<file path="src/rtl/controlador_multiplicador.sv">
// Sequencer for the shift-add multiplier datapath: start/done handshake, operand
// capture, per-bit CHECK/ADD/SHIFT/DECR/TEST stepping and product capture.
module controlador_multiplicador #(
  parameter int unsigned ANCHO = 8
) (
  input  logic                 clk,
  input  logic                 rst,
  input  logic                 Inicio,
  input  logic [ANCHO-1:0]     Multiplicador_in,
  input  logic [ANCHO-1:0]     Multiplicando_in,
  input  logic                 Ack,
  input  logic                 Q_Cero,
  input  logic                 Zero,
  input  logic [2*ANCHO:0]     Producto,
  output logic                 Load_regs,
  output logic                 Shift_regs,
  output logic                 Add_regs,
  output logic                 Decr_P,
  output logic [ANCHO-1:0]     Multiplicador,
  output logic [ANCHO-1:0]     Multiplicando,
  output logic [2*ANCHO:0]     Resultado,
  output logic                 Ocupado,
  output logic                 Listo
);

  typedef enum logic [3:0] {
    StIdle,
    StLoad,
    StCheck,
    StAdd,
    StShift,
    StDecr,
    StTest,
    StCapture,
    StDone
  } state_e;

  state_e           state_q, state_d;
  logic [ANCHO-1:0] multiplicador_q, multiplicador_d;
  logic [ANCHO-1:0] multiplicando_q, multiplicando_d;
  logic [2*ANCHO:0] resultado_q, resultado_d;

  always_ff @(posedge clk) begin
    if (rst) begin
      state_q         <= StIdle;
      multiplicador_q <= '0;
      multiplicando_q <= '0;
      resultado_q     <= '0;
    end else begin
      state_q         <= state_d;
      multiplicador_q <= multiplicador_d;
      multiplicando_q <= multiplicando_d;
      resultado_q     <= resultado_d;
    end
  end

  // Strobes are decoded from state_q only, so no input reaches an output combinationally.
  always_comb begin
    state_d         = state_q;
    multiplicador_d = multiplicador_q;
    multiplicando_d = multiplicando_q;
    resultado_d     = resultado_q;
    Load_regs       = 1'b0;
    Shift_regs      = 1'b0;
    Add_regs        = 1'b0;
    Decr_P          = 1'b0;
    case (state_q)
      StIdle: begin
        if (Inicio) begin
          multiplicador_d = Multiplicador_in;
          multiplicando_d = Multiplicando_in;
          state_d         = StLoad;
        end
      end
      StLoad: begin
        Load_regs = 1'b1;
        state_d   = StCheck;
      end
      StCheck: state_d = Q_Cero ? StAdd : StShift;
      StAdd: begin
        Add_regs = 1'b1;
        state_d  = StShift;
      end
      StShift: begin
        Shift_regs = 1'b1;
        state_d    = StDecr;
      end
      StDecr: begin
        Decr_P  = 1'b1;
        state_d = StTest;
      end
      // Extra cycle so the datapath's Zero reflects the decremented counter.
      StTest: state_d = Zero ? StCapture : StCheck;
      StCapture: begin
        resultado_d = Producto;
        state_d     = StDone;
      end
      StDone: begin
        if (Ack) state_d = StIdle;
      end
      default: state_d = StIdle;
    endcase
  end

  assign Multiplicador = multiplicador_q;
  assign Multiplicando = multiplicando_q;
  assign Resultado     = resultado_q;
  assign Ocupado       = (state_q != StIdle);
  assign Listo         = (state_q == StDone);

endmodule

</file>
<file path="config.mk">
export PLATFORM = sky130hd
export DESIGN_NAME = controlador_multiplicador
export DESIGN_NICKNAME = d
export VERILOG_FILES = /design/src/rtl/controlador_multiplicador.sv
export SDC_FILE = /design/constraint.sdc
export NUM_CORES = 1
export LEC_CHECK = 0
export CAP_MARGIN = 5
export CORE_MARGIN = 2
export CORE_UTILIZATION = 65
export CTS_CLUSTER_SIZE = 8
export DETAILED_ROUTE_END_ITERATION = 12
export DONT_BUFFER_PORTS = 1
export GPL_ROUTABILITY_DRIVEN = 0
export PLACE_DENSITY = 0.81
export SYNTH_ARGS = -nofsm -noshare
export SYNTH_HDL_FRONTEND = slang
export SYNTH_SLANG_ARGS = --single-unit
</file>
<file path="constraint.sdc">
create_clock -name clk -period 2.45 [get_ports clk]
set_input_delay 0.49 -clock clk [delete_from_list [all_inputs] [get_ports clk]]
set_output_delay 0.49 -clock clk [all_outputs]
set_load 0.005 [all_outputs]
</file>
Word level (Yosys, flattened, before mapping)
Index checks and enable logic that the tools add are counted.
{ "totals": {"register_bits": 37, "latchBits": 0, "ramBits": 0, "mem_bits_ro": 0, "inputBits": 39, "output_inout_bits": 39, "wordCells": 27, "memories": 0} }
{ "op_classes": {"addsub": 0, "mul": 0, "n_div": 0, "order_cmp": 0, "n_eq_ne": 10, "n_shift": 0, "n_mux": 9, "n_bitwise": 0, "reduce_logical": 4} }
{ "op_table": {"columns": ["op", "count"], "rows": [
  ["one-hot mux 4 bit (9 select lines)", 1],
  ["== test 4 x 3 -> 1 bit (second input constant)", 4],
  ["== test 4 x 2 -> 1 bit (second input constant)", 2],
  ["two-way mux 4 bit", 2],
  ["two-way mux 3 bit", 2],
  ["== test 4 x 1 -> 1 bit (second input constant)", 1],
  ["== test 4 bit (second input constant)", 1],
  ["logical NOT 4 bit", 1],
  ["two-way mux 1 bit", 4],
  ["inequality test 2 bit (second input constant)", 2],
  ["AND reduction 2 bit", 2],
  ["nonzero test 4 bit", 1]
]} }

Logic depth before layout (Yosys ltp)
{ "logic_depth": {"word_depth": 3, "mapped_depth": 6, "ltp_nobuf": 4} }

Worst setup path before layout
No wires, ideal clock.
{ "synth_timing": {"path_kind": "reg-to-output", "from": "register state_q[3]", "to": "output port Ocupado", "arrival_time_ps": 1143, "t_required_ps": 1960, "setup_slack_ps": 817, "stages_incl_launch_ff": 5, "n_path_buf": 2, "cell_sequence": "dfxtp_1 > buf_6 > nor4_4 > inv_2 > buf_2"} }
{ "synth_via": {"elab_chain_cells": 1} }
{ "synth_lines": {"columns": ["element", "line", "source"], "rows": [
  ["from (decl)", "38", "state_e state_q, state_d;"],
  ["from (signal assigned)", "45", "state_q <= StIdle;"],
  ["from (signal assigned)", "50", "state_q <= state_d;"],
  ["nonzero test 4 bit", "108", "assign Ocupado = (state_q != StIdle);"],
  ["to (decl)", "22", "output logic Ocupado,"]
]} }
Every way passes these cells.

Worst setup path in the final report
{ "layout_timing": {"from": "register state_q[2]", "to": "output port Ocupado"} }
Same word-level chain as after synthesis.

==> impl_metrics.tcl <==
set metrics [dict create \
    outcome "finished, final reports clean" \
    wl_per_cell_um 15.1 \
    synth_top_area_share_pct 50.0 \
    via_per_inst 6.04 \
    fmax_mhz 499 \
    period_share_pct 81.7 \
    whs_ns 0.205 \
    cts_resized 0 \
    pre_cts_ws_ns 0.732 \
    antenna_found_initial 0 \
    clk_latency_ns 0.34 \
    relSlewSlack_pct 55.0 \
    cts-buffers-inserted 5 \
    cts_sinks 37 \
    drv_cap 0 \
    post-route-util_pct 69.2 \
    critPathMaxFanout 18 \
    syn-cell-area_um2 1480 \
    reg2regPathDepth 3 \
    cts_hold_buf 0 \
    final_common_cell "dfxtp_1" \
    die_x_um 51.7 \
    grt_pass1_wl_mm 4.71 \
    clock-skew-final_ns 0.0113 \
    ys_warn_count 0 \
    clockBufferDepth 2 \
    drt_iter0_markers 17 \
    slew_violations 0 \
    r2r_slack_ns 0.72 \
    fin_cells 201 \
    area_growth_pct 2.45 \
    holdPathEnd "Multiplicador[0]$_SDFFE_PP0P_" \
    die_area_um2 2670 \
    place_inst 194 \
    synth_top_cell_by_area "dfxtp_1" \
    worst-slew-pin-transition_ns 0.671 \
    nets 212 \
    design.core.area_um2 2190 \
    netlist_instances 181 \
    leakage_nw 0.499 \
    rsz0062_at_grt "no" \
    crit_type "reg2out" \
    synth_area_per_cell_um2 8.18 \
    final_hold_viol_count 0 \
    grt_usage_pct 23.8 \
    setup_slack_ns 0.447 \
    vdd_drop_max_mv 0.626 \
    synth_area_leaders "dfxtp_1 50%, a21oi_1 11%, nand2_1 9.1%, nand3_1 5.7%, o21ai_1 3.0%" \
    ys_types 30 \
    clkTransAtPathRegs_ns 0.11 \
    yosysSeqAreaShare_pct 50.0 \
    crit_required_ns 1.96 \
    regToRegEndpoint "Resultado[9]$_SDFFE_PP0P_" \
    period_needed_ns 2.00 \
    powerDensity_nw_per_um2 780 \
    syn-num-nets 220 \
    finalSetupViolCount 0 \
    arrival_ns 1.51 \
    gr-total-overflow 0 \
    mostFrequentLayoutCells "37 x dfxtp_1, 36 x nand2_1, 33 x a21oi_1" \
    hold_depth 1 \
    ys_ff_latch 37 \
    boundaryPins 78 \
    reg2reg_from "state_q[2]$_SDFFE_PP0P_" \
    grt_max_degree 37 \
    grt_pass1_vias 1074 \
    crit_path_start_kind "register" \
    dp_hpwl_mm 2.10 \
    drive_gt1_share_pct 7.51 \
    cts_root_buf "clkbuf_4" \
    min_from "rst" \
    vias 1214 \
    drtPass1Iterations 4 \
    htreeDepth 2 \
    hold_path.class "in2reg" \
    cts_tree "built" \
    n_antenna_cell 0 \
    wl_mm 3.03 \
    end_kind "output pin" \
    die-height_um 51.7 \
    io_buffers 0 \
    drtAntennaViolNets 0 \
    tns_ns 0 \
    cts_setup_buffers 0 \
    drc 0 \
    num_rows 17 \
    start_util_pct 67.6 \
]
## synth_stat cells
cell type  number
and4b_1         1
or4_1           1
nor2b_1         1
o21ai_0         7
buf_6           1
nor4b_2         1
buf_2           6
clkbuf_1        7
dfxtp_1        37
nor3_1          3
a21oi_1        33
nand4b_1        1
o21ai_1         9
nand2_1        36
nand3_1        17
mux2_2          1
buf_1           1
nor4_4          1
buf_4           1
a21boi_0        2
nor4_1          1
nor2_1          2
o221a_2         1
o211ai_1        1
o22ai_1         1
a21o_1          1
inv_2           1
a221oi_1        1
inv_1           2
nand2b_1        3
## registers in the layout (all words and copies together) (netlist names)
signal         flops
Multiplicador      8
Multiplicando      8
Resultado         17
state_q            4
## final cells by class
| class | instances | area, um2 |
|---|---|---|
| clock buffer | 5 | 37.5 |
| sequential | 37 | 741 |
| timing repair buffer | 1 | 7.51 |
| clock inverter | 2 | 35.0 |
| tap | 28 | 35.0 |
| inverter | 3 | 11.3 |
| fill | 176 | 674 |
| multi-input combinational | 125 | 649 |
## cell families (layout without fill, tap and decap cells)
group           count (synthesis)  count (layout)  synth area share, %
simple gates                   68              68                 22.7
compound gates                 56              56                 20.4
flops                          37              37                 50.0
buf+inv                        19              11                 6.09
mux                             1               1                0.761
## how the worst max path moves through the flow
stage                             from                   endpoint  slack (ns)  cells past startpoint
2_1_floorplan  state_q[3]$_SDFFE_PP0P_                    Ocupado        0.82                      4
3_3_place_gp   state_q[2]$_SDFFE_PP0P_  Resultado[3]$_SDFFE_PP0P_        0.86                      3
3_5_place_dp   state_q[2]$_SDFFE_PP0P_  Resultado[9]$_SDFFE_PP0P_        0.73                      3
4_1_cts        state_q[2]$_SDFFE_PP0P_                    Ocupado        0.46                      3
5_1_grt        state_q[2]$_SDFFE_PP0P_                    Ocupado        0.34                      3
6_report       state_q[2]$_SDFFE_PP0P_                    Ocupado        0.45                      3
## layer usage
metal	part of all wire (%)	vias up	global-route usage (%)	wire [um]
met4	0.82	0	9.21	25
met2	49	55	39.1	1490
met3	11	4	10.3	325
met1	39	545	27.3	1190
met5	0	-	0	0
li1	-	610	-	-
## worst max-delay path, cell delays in order, from the launching register on
cell	delay, ns
dfxtp_1	0.47
nor4_4	0.30
buf_4	0.26
inv_2	0.16
## metrics by stage
stage          total power, W  cell area, um2
2_1_floorplan        0.000795            1480
6_report              0.00118            1520
3_3_place_gp         0.000794            1440
5_1_grt               0.00124            1520
4_1_cts               0.00119            1520
3_5_place_dp         0.000802            1440
## where the power goes
| part | internal, W | switching [W] |
|---|---|---|
| Combinational | 0.0000488 | 0.0000705 |
| Sequential | 0.000632 | 0.0000383 |
| Clock | 0.000208 | 0.000186 |
(Power assumes the default switching activity.)
